[src/rtl/pmem_arbiter_fsm_pkg.sv]
// Shared types and width defaults for the pmem arbiter.
package pmem_arb_pkg;
   localparam int ADDR_W = 32;
   localparam int LINE_W = 256;

   typedef enum logic [2:0] {IDLE, BUSY_I, BUSY_D, RESP, HOLDOFF} arb_state_t;
   typedef enum logic {REQ_I, REQ_D} req_id_t;
endpackage

[src/rtl/pmem_arbiter_fsm_if.sv]
// Cache-side and memory-side signal bundle around the arbiter.
interface pmem_arbiter_fsm_if;
   import pmem_arb_pkg::*;

   logic              i_read;
   logic [ADDR_W-1:0] i_addr;
   logic              i_resp;
   logic [LINE_W-1:0] i_rdata;

   logic              d_read;
   logic              d_write;
   logic [ADDR_W-1:0] d_addr;
   logic [LINE_W-1:0] d_wdata;
   logic              d_resp;
   logic [LINE_W-1:0] d_rdata;

   logic              pmem_read;
   logic              pmem_write;
   logic [ADDR_W-1:0] pmem_address;
   logic [LINE_W-1:0] pmem_wdata;
   logic              pmem_resp;
   logic [LINE_W-1:0] pmem_rdata;

   // master: the arbiter, which owns the pmem command and the cache responses
   modport master (
      input  i_read, i_addr, d_read, d_write, d_addr, d_wdata, pmem_resp, pmem_rdata,
      output i_resp, i_rdata, d_resp, d_rdata, pmem_read, pmem_write, pmem_address, pmem_wdata
   );

   modport slave (
      output i_read, i_addr, d_read, d_write, d_addr, d_wdata, pmem_resp, pmem_rdata,
      input  i_resp, i_rdata, d_resp, d_rdata, pmem_read, pmem_write, pmem_address, pmem_wdata
   );
endinterface

[src/rtl/pmem_arbiter_fsm_rr_pick2.sv]
// Two-way round-robin pick with optional masking of the last winner.
module rr_pick2
   import pmem_arb_pkg::*;
(
   input  logic    req_i_i,
   input  logic    req_d_i,
   input  logic    mask_en_i,
   input  req_id_t last_i,
   output logic    vld_o,
   output req_id_t gnt_o
);
   logic elig_i, elig_d;

   // While masked, the requester just served may still show a stale request.
   assign elig_i = req_i_i & ~(mask_en_i & (last_i == REQ_I));
   assign elig_d = req_d_i & ~(mask_en_i & (last_i == REQ_D));
   assign vld_o  = elig_i | elig_d;

   always_comb begin
      gnt_o = REQ_D;
      if (elig_i && elig_d) gnt_o = (last_i == REQ_I) ? REQ_D : REQ_I;
      else if (elig_i)      gnt_o = REQ_I;
   end
endmodule

[src/rtl/pmem_arbiter_fsm.sv]
// Shares the single pmem port between I-cache and D-cache.
// The winner is latched at grant; every output comes straight from a flop.
module pmem_arbiter_fsm
   import pmem_arb_pkg::*;
(
   input  logic               clk,
   input  logic               rst_n,
   pmem_arbiter_fsm_if.master bus
);
   arb_state_t        state_q;
   req_id_t           last_q;
   logic              pmem_read_q, pmem_write_q;
   logic [ADDR_W-1:0] addr_q;
   logic [LINE_W-1:0] wdata_q;
   logic              i_resp_q, d_resp_q;
   logic [LINE_W-1:0] i_rdata_q, d_rdata_q;
   logic              gnt_vld;
   req_id_t           gnt_id;

   rr_pick2 u_pick (
      .req_i_i   (bus.i_read),
      .req_d_i   (bus.d_read | bus.d_write),
      .mask_en_i (state_q == HOLDOFF),
      .last_i    (last_q),
      .vld_o     (gnt_vld),
      .gnt_o     (gnt_id)
   );

   always_ff @(posedge clk or negedge rst_n) begin
      if (!rst_n) begin
         state_q      <= IDLE;
         last_q       <= REQ_D;
         pmem_read_q  <= 1'b0;
         pmem_write_q <= 1'b0;
         addr_q       <= '0;
         wdata_q      <= '0;
         i_resp_q     <= 1'b0;
         d_resp_q     <= 1'b0;
         i_rdata_q    <= '0;
         d_rdata_q    <= '0;
      end else begin
         i_resp_q <= 1'b0;
         d_resp_q <= 1'b0;
         unique case (state_q)
            IDLE, HOLDOFF: begin
               state_q <= IDLE;
               if (gnt_vld) begin
                  last_q <= gnt_id;
                  if (gnt_id == REQ_I) begin
                     state_q      <= BUSY_I;
                     addr_q       <= bus.i_addr;
                     pmem_read_q  <= 1'b1;
                     pmem_write_q <= 1'b0;
                  end else begin
                     // read+write together is a protocol error; the write wins
                     state_q      <= BUSY_D;
                     addr_q       <= bus.d_addr;
                     wdata_q      <= bus.d_wdata;
                     pmem_read_q  <= ~bus.d_write;
                     pmem_write_q <= bus.d_write;
                  end
               end
            end
            BUSY_I, BUSY_D: begin
               if (bus.pmem_resp) begin
                  state_q      <= RESP;
                  pmem_read_q  <= 1'b0;
                  pmem_write_q <= 1'b0;
                  if (state_q == BUSY_I) begin
                     i_rdata_q <= bus.pmem_rdata;
                     i_resp_q  <= 1'b1;
                  end else begin
                     d_rdata_q <= bus.pmem_rdata;
                     d_resp_q  <= 1'b1;
                  end
               end
            end
            RESP:    state_q <= HOLDOFF;
            default: state_q <= IDLE;
         endcase
      end
   end

   assign bus.pmem_read    = pmem_read_q;
   assign bus.pmem_write   = pmem_write_q;
   assign bus.pmem_address = addr_q;
   assign bus.pmem_wdata   = wdata_q;
   assign bus.i_resp       = i_resp_q;
   assign bus.i_rdata      = i_rdata_q;
   assign bus.d_resp       = d_resp_q;
   assign bus.d_rdata      = d_rdata_q;
endmodule

[src/flat_wrapper.sv]
// flat-port wrapper written by rule: the top's interface ports become plain ports
module pmem_arbiter_fsm_flat import pmem_arb_pkg::*;
  (clk, rst_n, bus_i_read, bus_i_addr, bus_d_read, bus_d_write, bus_d_addr, bus_d_wdata, bus_pmem_resp, bus_pmem_rdata, bus_i_resp, bus_i_rdata, bus_d_resp, bus_d_rdata, bus_pmem_read, bus_pmem_write, bus_pmem_address, bus_pmem_wdata);
  pmem_arbiter_fsm_if bus_i ();
  input  logic clk;
  input  logic rst_n;
  input wire logic [$bits(bus_i.i_read)-1:0] bus_i_read;
  input wire logic [$bits(bus_i.i_addr)-1:0] bus_i_addr;
  input wire logic [$bits(bus_i.d_read)-1:0] bus_d_read;
  input wire logic [$bits(bus_i.d_write)-1:0] bus_d_write;
  input wire logic [$bits(bus_i.d_addr)-1:0] bus_d_addr;
  input wire logic [$bits(bus_i.d_wdata)-1:0] bus_d_wdata;
  input wire logic [$bits(bus_i.pmem_resp)-1:0] bus_pmem_resp;
  input wire logic [$bits(bus_i.pmem_rdata)-1:0] bus_pmem_rdata;
  output wire logic [$bits(bus_i.i_resp)-1:0] bus_i_resp;
  output wire logic [$bits(bus_i.i_rdata)-1:0] bus_i_rdata;
  output wire logic [$bits(bus_i.d_resp)-1:0] bus_d_resp;
  output wire logic [$bits(bus_i.d_rdata)-1:0] bus_d_rdata;
  output wire logic [$bits(bus_i.pmem_read)-1:0] bus_pmem_read;
  output wire logic [$bits(bus_i.pmem_write)-1:0] bus_pmem_write;
  output wire logic [$bits(bus_i.pmem_address)-1:0] bus_pmem_address;
  output wire logic [$bits(bus_i.pmem_wdata)-1:0] bus_pmem_wdata;
  assign bus_i.i_read = bus_i_read;
  assign bus_i.i_addr = bus_i_addr;
  assign bus_i.d_read = bus_d_read;
  assign bus_i.d_write = bus_d_write;
  assign bus_i.d_addr = bus_d_addr;
  assign bus_i.d_wdata = bus_d_wdata;
  assign bus_i.pmem_resp = bus_pmem_resp;
  assign bus_i.pmem_rdata = bus_pmem_rdata;
  assign bus_i_resp = bus_i.i_resp;
  assign bus_i_rdata = bus_i.i_rdata;
  assign bus_d_resp = bus_i.d_resp;
  assign bus_d_rdata = bus_i.d_rdata;
  assign bus_pmem_read = bus_i.pmem_read;
  assign bus_pmem_write = bus_i.pmem_write;
  assign bus_pmem_address = bus_i.pmem_address;
  assign bus_pmem_wdata = bus_i.pmem_wdata;
  pmem_arbiter_fsm u_core (.clk(clk), .rst_n(rst_n), .bus(bus_i));
endmodule
[config.mk]
export PLATFORM = sky130hd
export DESIGN_NAME = pmem_arbiter_fsm_flat
export DESIGN_NICKNAME = d
export VERILOG_FILES = /design/src/rtl/pmem_arbiter_fsm_pkg.sv /design/src/rtl/pmem_arbiter_fsm_if.sv /design/src/rtl/pmem_arbiter_fsm_rr_pick2.sv /design/src/rtl/pmem_arbiter_fsm.sv /design/src/flat_wrapper.sv
export SDC_FILE = /design/constraint.sdc
export NUM_CORES = 1
export LEC_CHECK = 0
export BUFFER_PORTS_ARGS = -buffer_cell sky130_fd_sc_hd__buf_2
export CAP_MARGIN = 20
export CELL_PAD_IN_SITES_DETAIL_PLACEMENT = 1
export CELL_PAD_IN_SITES_GLOBAL_PLACEMENT = 1
export CORE_AREA = 2 2 533 535
export CTS_BUF_LIST = sky130_fd_sc_hd__clkbuf_2 sky130_fd_sc_hd__clkbuf_4 sky130_fd_sc_hd__clkbuf_8
export DETAILED_ROUTE_END_ITERATION = 10
export DIE_AREA = 0 0 535 537
export PLACE_DENSITY_LB_ADDON = 0.1
export SLEW_MARGIN = 20
export SYNTH_ARGS = -nofsm -noshare
export SYNTH_HDL_FRONTEND = slang
export SYNTH_SLANG_ARGS = --single-unit
[constraint.sdc]
create_clock -name clk -period 2.7 [get_ports clk]
set_clock_uncertainty 0.1 [all_clocks]
set_input_delay 0.54 -clock clk [delete_from_list [all_inputs] [get_ports clk]]
set_output_delay 0.54 -clock clk [all_outputs]
set_load 0.01 [all_outputs]
==> impl_results.md, run 1 <==
- Avg Inst Size Synth: 17.44 um^2
- Initial Util: 0.1140
- Detailed-route DRC error count: 0
- Slowest-stage cell, CP: or4b_1
- CTS Buffer Depth: 4
- Max Slew Vio Count: 0
- Post-DP HPWL: 135300 um
- Count of final hold-check violations: 0
- Most numerous cell in the Yosys netlist: dfrtp_1
- Number of global-route vias before repair: 27760
- Port Buf Inserts: 1385
- RSZ-0062 raised after global routing: false
- R2r setup slk: 0.14 ns
- Synth warn: 0
- CP Launch Type: flop
- Min-Delay Path Class: in2async
- CTS tree: done
- Syn_nets: 2421
- Final GP Congestion: 0.7331
- CP Capture Type: flop
- Synth area leader: dfrtp_1
- Post-synth top area share: 0.6296
- Status: completed
- Wire length per cell: 22.03 um
- Critical Path RT: 3.35 ns
- Max H-tree Level: 4
- Share of cells above drive strength 1: 0.6258
- Antenna violations before repair: 67
- Synthesized flop and latch total: 808
- CP Class: reg2reg
- Synth Cell Area: 32070 um^2
- Die Footprint: 287300 um^2
- Clock Sinks: 808
- Highest ir drop seen on vdd: 0.3895 mV
- Core area: 281300 um^2
- Crit Reg-Reg Startpoint: u_core.state_q[0]$_DFFE_PN0P_
- Syn Inst Count: 1839
- Min Tclk post-route: 2.559 ns
- Drt initial violations: 544
- Via count: 24450
- Root Buffer: clkbuf_8
- Row count: 195
- CP Cell Sequence: or4b_1, and3_1, buf_4, nand2_1, a31oi_2, dlygate4sd3_1
- Fin nets: 4553
- Tot Pwr: 65.74 mW
- Total negative setup slack: 0 ns
- Detail Route Antenna Nets: 0
- Main synth FF type: dfrtp_1
- Synthesis-to-layout area growth: 67.08%
- Worst r2r path cells: 6
- GRT Total Usage: 0.1164
- Max capacitance violation total: 0
- Worst Tran Pin Value: 0.7174 ns
- Crit-path max FO: 22
- P per Cell Area: 1227 nW/um^2
- Chip Width: 535 um
- Worst slack, placed: 0.2196 ns
- Yosys cell types: 31
- WP buf/inv: 2
- Num CTS Buffers: 182
- EDFF count, synth: 0
- Setup violations, final: 0
- Synth area leaders: dfrtp_1, mux2_4, mux2_2
- Most frequent cells after synthesis: dfrtp_1, mux2_4, mux2_2
- Hold Slack: 0.1856 ns
- Largest net degree at the start of global routing: 85
- Max-slew headroom: 0.5218
- Ys async rst share: 1.000
- Vias per inst: 3.106
- Worst-Skew Late Latency: 0.85 ns
- Total global routing overflow: 0
- Clock slew at reported path FFs: 0.06 ns
- I/O pin cnt: 1386
- Critical Path AT: 3.21 ns
- First-pass GRT wire length: 236500 um
- Register area share after synthesis: 0.6305
- Final worst-path cycle share: 0.9478
- Die Y-Extent: 537 um
- Routed wire length: 173400 um
- CP max stage delay: 0.63 ns
- R2R Path End: u_core.bus.pmem_address[26]$_DFFE_PN0P_
- Setup ws final: 0.1409 ns
- FMAX: 0.3908 GHz
- CP delay by family, top: simple AND/OR/NAND/NOR gates
- P_leak: 24.71 nW
- Pre-antenna DRT Iters: 4
-- area by class of cell --
cell class | instances | area (um^2)
clock buffer | 295 | 3516
inverter | 3 | 11.26
antenna | 27 | 67.56
sequential | 808 | 20220
multi-input combinational | 927 | 11010
tap | 3743 | 4683
fill | 31890 | 227700
timing repair buffer | 2049 | 13840
clock inverter | 20 | 240.2
-- flip-flops by register name, summed over array words and instances (netlist names) --
name / flops
u_core.bus.d_rdata: 256
u_core.bus.d_resp: 1
u_core.bus.i_rdata: 256
u_core.bus.i_resp: 1
u_core.bus.pmem_address: 32
u_core.bus.pmem_read: 1
u_core.bus.pmem_wdata: 256
u_core.bus.pmem_write: 1
u_core.last_q: 1
u_core.state_q: 3
-- worst max-delay path by stage --
| stage | from | end | slack, ns | depth (start not counted) |
|---|---|---|---|---|
| 6_report | u_core.state_q[0]$_DFFE_PN0P_ | u_core.bus.pmem_address[26]$_DFFE_PN0P_ | 0.14 | 6 |
| 5_1_grt | u_core.state_q[1]$_DFFE_PN0P_ | u_core.bus.pmem_address[26]$_DFFE_PN0P_ | 0.02 | 6 |
| 4_1_cts | u_core.state_q[0]$_DFFE_PN0P_ | u_core.bus.pmem_address[22]$_DFFE_PN0P_ | 0.02 | 5 |
| 3_5_place_dp | bus_d_write | u_core.bus.pmem_wdata[85]$_DFFE_PN0P_ | 0.22 | 6 |
| 3_3_place_gp | bus_d_write | u_core.bus.pmem_wdata[76]$_DFFE_PN0P_ | 0.18 | 6 |
| 2_1_floorplan | bus_d_write | u_core.bus.pmem_wdata[237]$_DFFE_PN0P_ | 0.83 | 5 |
-- report_power, final --
part           switching, mW  internal [mW]
Clock                   6.46           8.49
Sequential              3.50           18.4
Combinational           14.5           14.4
-- routing by layer --
layer	track usage	wire length (um)	vias to the layer above
met5	0	232	-
met4	0.03254	4411	34
met3	0.04521	15890	279
met2	0.1996	85010	1035
met1	0.1338	67840	12320
li1	-	-	10790
-- cells by family after synthesis --
group                  after synthesis  share of synthesized area
flip-flops                         808                     0.6305
multiplexers                       768                     0.3165
AO/OA/AOI/OAI                       45                    0.01092
buffers and inverters              104                    0.02727
AND/OR/NAND/NOR                    114                    0.01490
-- stage by stage --
step | std cells | util | instance area [um^2]
3_3_place_gp | 6949 | 0.1562 | 43930
2_1_floorplan | 1839 | - | 32070
5_1_grt | 7861 | 0.1904 | 53560
3_5_place_dp | 6949 | 0.1562 | 43930
6_report | 7872 | 0.1905 | 53590
4_1_cts | 7845 | 0.1902 | 53510
-- layout by cell type, fill, tap and decap left out, types with 3 or more instances in the layout --
cell	Yosys	final
dlygate4sd3_1	0	581
buf_12	0	37
nor2_1	34	34
nand2_1	66	66
mux2_2	365	365
inv_8	0	3
mux2_1	3	3
clkinv_2	0	7
o21ai_0	4	4
diode_2	0	27
clkbuf_8	0	208
bufinv_16	0	3
clkbuf_4	0	87
buf_4	2	46
mux2_4	400	400
dfrtp_1	807	807
a31oi_2	10	10
inv_1	3	3
buf_2	39	1384
a31oi_1	22	22
-- timing repair --
item,in CTS,in global routing
hold endpoints to repair,1507,0
hold buffers,581,0
buffers inserted,0,0
gates resized for setup,0,2
endpoints found under the setup margin,0,24
(Power assumes the default switching activity.)
==> run 2, diff against run 1 <==
- CELL_PAD_IN_SITES_DETAIL_PLACEMENT: 1 -> not set
- CELL_PAD_IN_SITES_GLOBAL_PLACEMENT: 1 -> not set
- CORE_AREA: 2 2 533 535 -> 2 2 534 536
- DIE_AREA: 0 0 535 537 -> 0 0 536 538
- PLACE_DENSITY_LB_ADDON: 0.1 -> not set
==> impl_results.md, run 2 (synthesized netlist as in run 1, its figures left out) <==
- Pre-antenna DRT Iters: 6
- Post-CTS setup buffer count: 0
- Max-slew headroom: 0.3375
- Max H-tree Level: 4
- Detailed-route DRC error count: 0
- Antenna violations before repair: 71
- Status: completed
- Hold path depth: 5
- Port Buf Inserts: 1385
- Non-Filler Instances: 7871
- Clock slew at reported path FFs: 0.06 ns
- Highest ir drop seen on vdd: 0.6691 mV
- CTS Buffer Depth: 4
- Worst r2r path cells: 6
- Root Buffer: clkbuf_8
- Count of final hold-check violations: 0
- P per Cell Area: 1282 nW/um^2
- Slowest-stage cell, CP: or4b_1
- Final instance area: 53250 um^2
- Number of global-route vias before repair: 27230
- CP Cell Sequence: or4b_1, and3_1, buf_4, nand2_1, a31oi_1, dlygate4sd3_1
- R2r setup slk: 0.09 ns
- Initial Util: 0.1132
- Drt initial violations: 1083
- Detail Route Antenna Nets: 0
- Sw Ratio: 0.4076
- # fillers: 30700
- CP max stage delay: 0.61 ns
- Commonest non-fill, non-tap cell in the layout: buf_2
- Max Slew Vio Count: 0
- Clock Sinks: 808
- Vias per inst: 3.251
- Net Sw Power: 27.83 mW
- Internal: 40.44 mW
- RSZ-0062 raised after global routing: false
- Worst-Skew Late Latency: 0.86 ns
- Clock share of power: 0.201
- WP buf/inv: 2
- Crit-path max FO: 33
- Min Tclk post-route: 2.609 ns
- Largest net degree at the start of global routing: 111
- Chip Width: 536 um
- Logic gate share of total power: 0.472
- Sequential Power Share: 0.328
- Total global routing overflow: 0
- Hold Slack: 0.2009 ns
- CP delay by family, top: simple AND/OR/NAND/NOR gates
- Synthesis-to-layout area growth: 66.01%
- Die Y-Extent: 538 um
- CP Launch Type: flop
- Post-placement cell count: 6987
- Setup violations, final: 0
- First-pass GRT wire length: 262400 um
- Num CTS Buffers: 155
- Final GP Congestion: 0.9227
- Worst Tran Pin Value: 0.9937 ns
- DP Area: 43950 um^2
- Wire length per cell: 26.35 um
- Min-Delay Path Class: in2reg
- FMAX: 0.3833 GHz
- Most frequent cells in the layout: buf_2, dfrtp_1, dlygate4sd3_1, mux2_4, mux2_2
- Routed wire length: 207400 um
- Post-DP HPWL: 173200 um
- Critical Path Stages: 6
- Via count: 25590
- CP Capture Type: flop
- Tot Pwr: 68.27 mW
- CP Class: reg2reg
- Critical Path RT: 3.33 ns
- GRT Total Usage: 0.1368
- I/O pin cnt: 1386
- P_leak: 24.52 nW
- Fin nets: 4544
- Row count: 196
- Die Footprint: 288400 um^2
- Total negative setup slack: 0 ns
- Max capacitance violation total: 0
- CTS tree: done
- Final worst-path cycle share: 0.9662
- Critical Path AT: 3.24 ns
- Share of cells above drive strength 1: 0.6234
- Core area: 283200 um^2
==> run 2: cell types whose count changed in the layout (fill, tap and decap cells not counted), moves of 2 or more <==
cell        delta
buf_12        -12
buf_4         +31
bufinv_16      +4
clkbuf_4      -50
clkbuf_8      -14
clkinv_2       +8
clkinv_8       +2
clkinvlp_4     +3
diode_2        +9
==> run 2: area by class of cell <==
type                    count  area [um^2]  area share
diodes                     36        90.09    0.001692
clock buffers             231         2948     0.05536
clock inverters            37        445.4    0.008365
inverters                   3        11.26   0.0002115
multi-input cells         927        11000      0.2066
flip-flops and latches    808        20220      0.3798
well taps                3762         4707     0.08840
repair buffers           2067        13830      0.2597
==> run 2: final timing paths <==
check | start | endpoint
worst max register to register | u_core.state_q[0]$_DFFE_PN0P_ | u_core.bus.pmem_address[15]$_DFFE_PN0P_
worst min-delay path | bus_d_read | u_core.state_q[0]$_DFFE_PN0P_
worst min register to register | u_core.bus.d_rdata[196]$_DFFE_PN0P_ | u_core.bus.d_rdata[196]$_DFFE_PN0P_
max in group asynchronous | rst_n | u_core.bus.i_rdata[52]$_DFFE_PN0P_
min in group asynchronous | rst_n | u_core.bus.d_rdata[209]$_DFFE_PN0P_
worst max-delay path | u_core.state_q[0]$_DFFE_PN0P_ | u_core.bus.pmem_address[15]$_DFFE_PN0P_
==> run 2: stage by stage <==
stage / utilization / setup slack, ns
3_3_place_gp: 0.1552 / 0.1751
6_report: 0.1880 / 0.09129
5_1_grt: 0.1879 / 0.03426
4_1_cts: 0.1876 / 0.04627
3_5_place_dp: 0.1552 / 0.1388
2_1_floorplan: - / 0.8284
==> run 2: power groups by stage <==
stage | logic (mW) | registers [mW] | clock network (mW)
3_5_place_dp | 31.4 | 22.3 | 0
6_report | 32.2 | 22.4 | 13.7
2_1_floorplan | 11.8 | 24.6 | 0
5_1_grt | 34.1 | 23.0 | 14.7
3_3_place_gp | 31.1 | 22.1 | 0
4_1_cts | 32.7 | 22.3 | 14.2
==> run 2: timing repair <==
item	in CTS	in global routing
hold buffers	580	0
endpoints found under the setup margin	0	26
resized for setup	0	1
hold endpoints to repair	821	0
==> run 2: worst reg2reg max path: cells and delay by family (launching register included) <==
kind	cells	cell delay (ns)
AOI/OAI and AO/OA	1	0.10
buffers and inverters	2	0.81
DFF	1	0.44
and+or+nand+nor	3	1.04
==> run 2: per-layer routing <==
metal	vias to the layer above	global-route usage	wire (um)
li1	10800	-	-
met1	12840	0.1582	81310
met2	1527	0.2072	89070
met3	394	0.07078	26100
met4	32	0.06545	10710
met5	-	0	218
==> run 3, diff against run 2 <==
- GPL_ROUTABILITY_DRIVEN: not set -> 0
- MAX_ROUTING_LAYER: not set -> met4
==> impl_results.md, run 3 (synthesized netlist as in run 1, its figures left out) <==
- Min-Delay Path Class: in2reg
- Wire length per cell: 26.20 um
- Clock Sinks: 808
- Chip Width: 536 um
- CP Launch Type: flop
- # fillers: 30620
- CTS Buffer Depth: 4
- Die Y-Extent: 538 um
- Max-slew headroom: 0.4040
- Post-DP HPWL: 172600 um
- P per Cell Area: 1283 nW/um^2
- Status: completed
- Min Tclk post-route: 2.560 ns
- Fin nets: 4540
- Worst Tran Pin Value: 0.8941 ns
- Crit-path max FO: 33
- Row count: 196
- Commonest non-fill, non-tap cell in the layout: buf_2
- GRT Total Usage: 0.1406
- Max H-tree Level: 4
- First-pass GRT wire length: 262400 um
- Max Slew Vio Count: 0
- Routed wire length: 206400 um
- Core area: 283200 um^2
- Share of cells above drive strength 1: 0.6225
- Highest ir drop seen on vdd: 0.7811 mV
- Met3 usage: 0.08035
- Drt initial violations: 1424
- Pre-antenna DRT Iters: 5
- Max capacitance violation total: 0
- Met2 usage: 0.1989
- Detail Route Antenna Nets: 0
- Number of global-route vias before repair: 27470
- Total global routing overflow: 0
- Count of final hold-check violations: 0
- Most frequent cells in the layout: buf_2, dfrtp_1, dlygate4sd3_1, mux2_4, mux2_2
- Busiest layer in global routing: met2
- Final worst-path cycle share: 0.9481
- CP Class: reg2reg
- Root Buffer: clkbuf_8
- P_leak: 24.47 nW
- Worst r2r path cells: 6
- Critical Path AT: 3.20 ns
- Post-CTS setup buffer count: 0
- Setup violations, final: 0
- I/O pin cnt: 1386
- Initial Util: 0.1132
- Synthesis-to-layout area growth: 65.80%
- Met1 GRT Util: 0.1526
- Vias per inst: 3.257
- Clock slew at reported path FFs: 0.06 ns
- Die Footprint: 288400 um^2
- Largest net degree at the start of global routing: 110
- Antenna violations before repair: 72
- CP Capture Type: flop
- Detailed-route DRC error count: 0
- Num CTS Buffers: 152
- Critical Path RT: 3.34 ns
- Hold path depth: 3
- Tot Pwr: 68.20 mW
- Non-Filler Instances: 7876
- Post-placement cell count: 6983
- Port Buf Inserts: 1385
- FMAX: 0.3907 GHz
- Via count: 25650
- Worst-Skew Late Latency: 0.88 ns
- CTS tree: done
[run 3: cell count changes in the layout (fill, tap and decap cells not counted), sizes merged]
| cell | before | now |
|---|---|---|
| diode | 36 | 45 |
| clkbuf | 231 | 225 |
| buf | 1487 | 1484 |
| clkinv | 20 | 22 |
| dlygate4sd3 | 580 | 582 |
| clkinvlp | 5 | 6 |
[run 3: final cells by class]
| cell class | instances | area (um^2) | share of cell area |
|---|---|---|---|
| repair buffers | 2066 | 13810 | 0.2597 |
| inverters | 3 | 11.26 | 0.0002118 |
| flip-flops and latches | 808 | 20220 | 0.3802 |
| well taps | 3762 | 4707 | 0.08851 |
| clock buffers | 225 | 2853 | 0.05364 |
| clock inverters | 40 | 465.4 | 0.008753 |
| multi-input cells | 927 | 11000 | 0.2068 |
| diodes | 45 | 112.6 | 0.002118 |
[run 3: final timing paths]
kind | from | to | slack [ns]
worst max-delay path | u_core.state_q[0]$_DFFE_PN0P_ | u_core.bus.pmem_address[26]$_DFFE_PN0P_ | 0.14
worst min-delay path | bus_d_wdata[154] | u_core.bus.pmem_wdata[154]$_DFFE_PN0P_ | 0.30
worst max register to register | u_core.state_q[0]$_DFFE_PN0P_ | u_core.bus.pmem_address[26]$_DFFE_PN0P_ | 0.14
worst min register to register | u_core.bus.d_rdata[196]$_DFFE_PN0P_ | u_core.bus.d_rdata[196]$_DFFE_PN0P_ | 0.38
max in group asynchronous | rst_n | u_core.bus.d_rdata[36]$_DFFE_PN0P_ | 1.36
min in group asynchronous | rst_n | u_core.bus.pmem_wdata[69]$_DFFE_PN0P_ | 0.34
[run 3: timing repair]
action                                   CTS  global route
endpoints found under the setup margin     0            23
resized for setup                          0             1
hold buffers                             583             0
hold endpoints to repair                1148             0
[run 3: where the power goes]
| part | switching (mW) | internal (mW) |
|---|---|---|
| Sequential | 4.07 | 18.4 |
| Combinational | 18.0 | 14.3 |
| Clock | 5.88 | 7.50 |
| Total | 27.9 | 40.3 |
[run 3: routing by layer]
metal | part of all wire | vias to the layer above
met5 | 0 | -
li1 | - | 10800
met1 | 0.38 | 12870
met3 | 0.14 | 410
met2 | 0.41 | 1574
met4 | 0.067 | 0
[run 3: critical path: stages, from the launching register on]
cell	delay [ns]
dfrtp_1	0.44
or4b_1	0.61
and3_1	0.19
buf_4	0.23
nand2_1	0.16
a31oi_2	0.10
dlygate4sd3_1	0.57
[run 3: through the flow]
step           setup TNS [ns]  hold WS (ns)  worst slack, ns  utilization  cell area (um^2)
6_report                    0        0.2964           0.1402       0.1877             53180
5_1_grt             -0.003549        0.1772        -0.003549       0.1877             53160
4_1_cts                     0        0.1230          0.04548       0.1873             53060
3_5_place_dp                0        0.3738           0.1450       0.1550             43890
3_3_place_gp                0        0.3723           0.1821       0.1550             43890
2_1_floorplan               0        0.1444           0.8284            -             32070
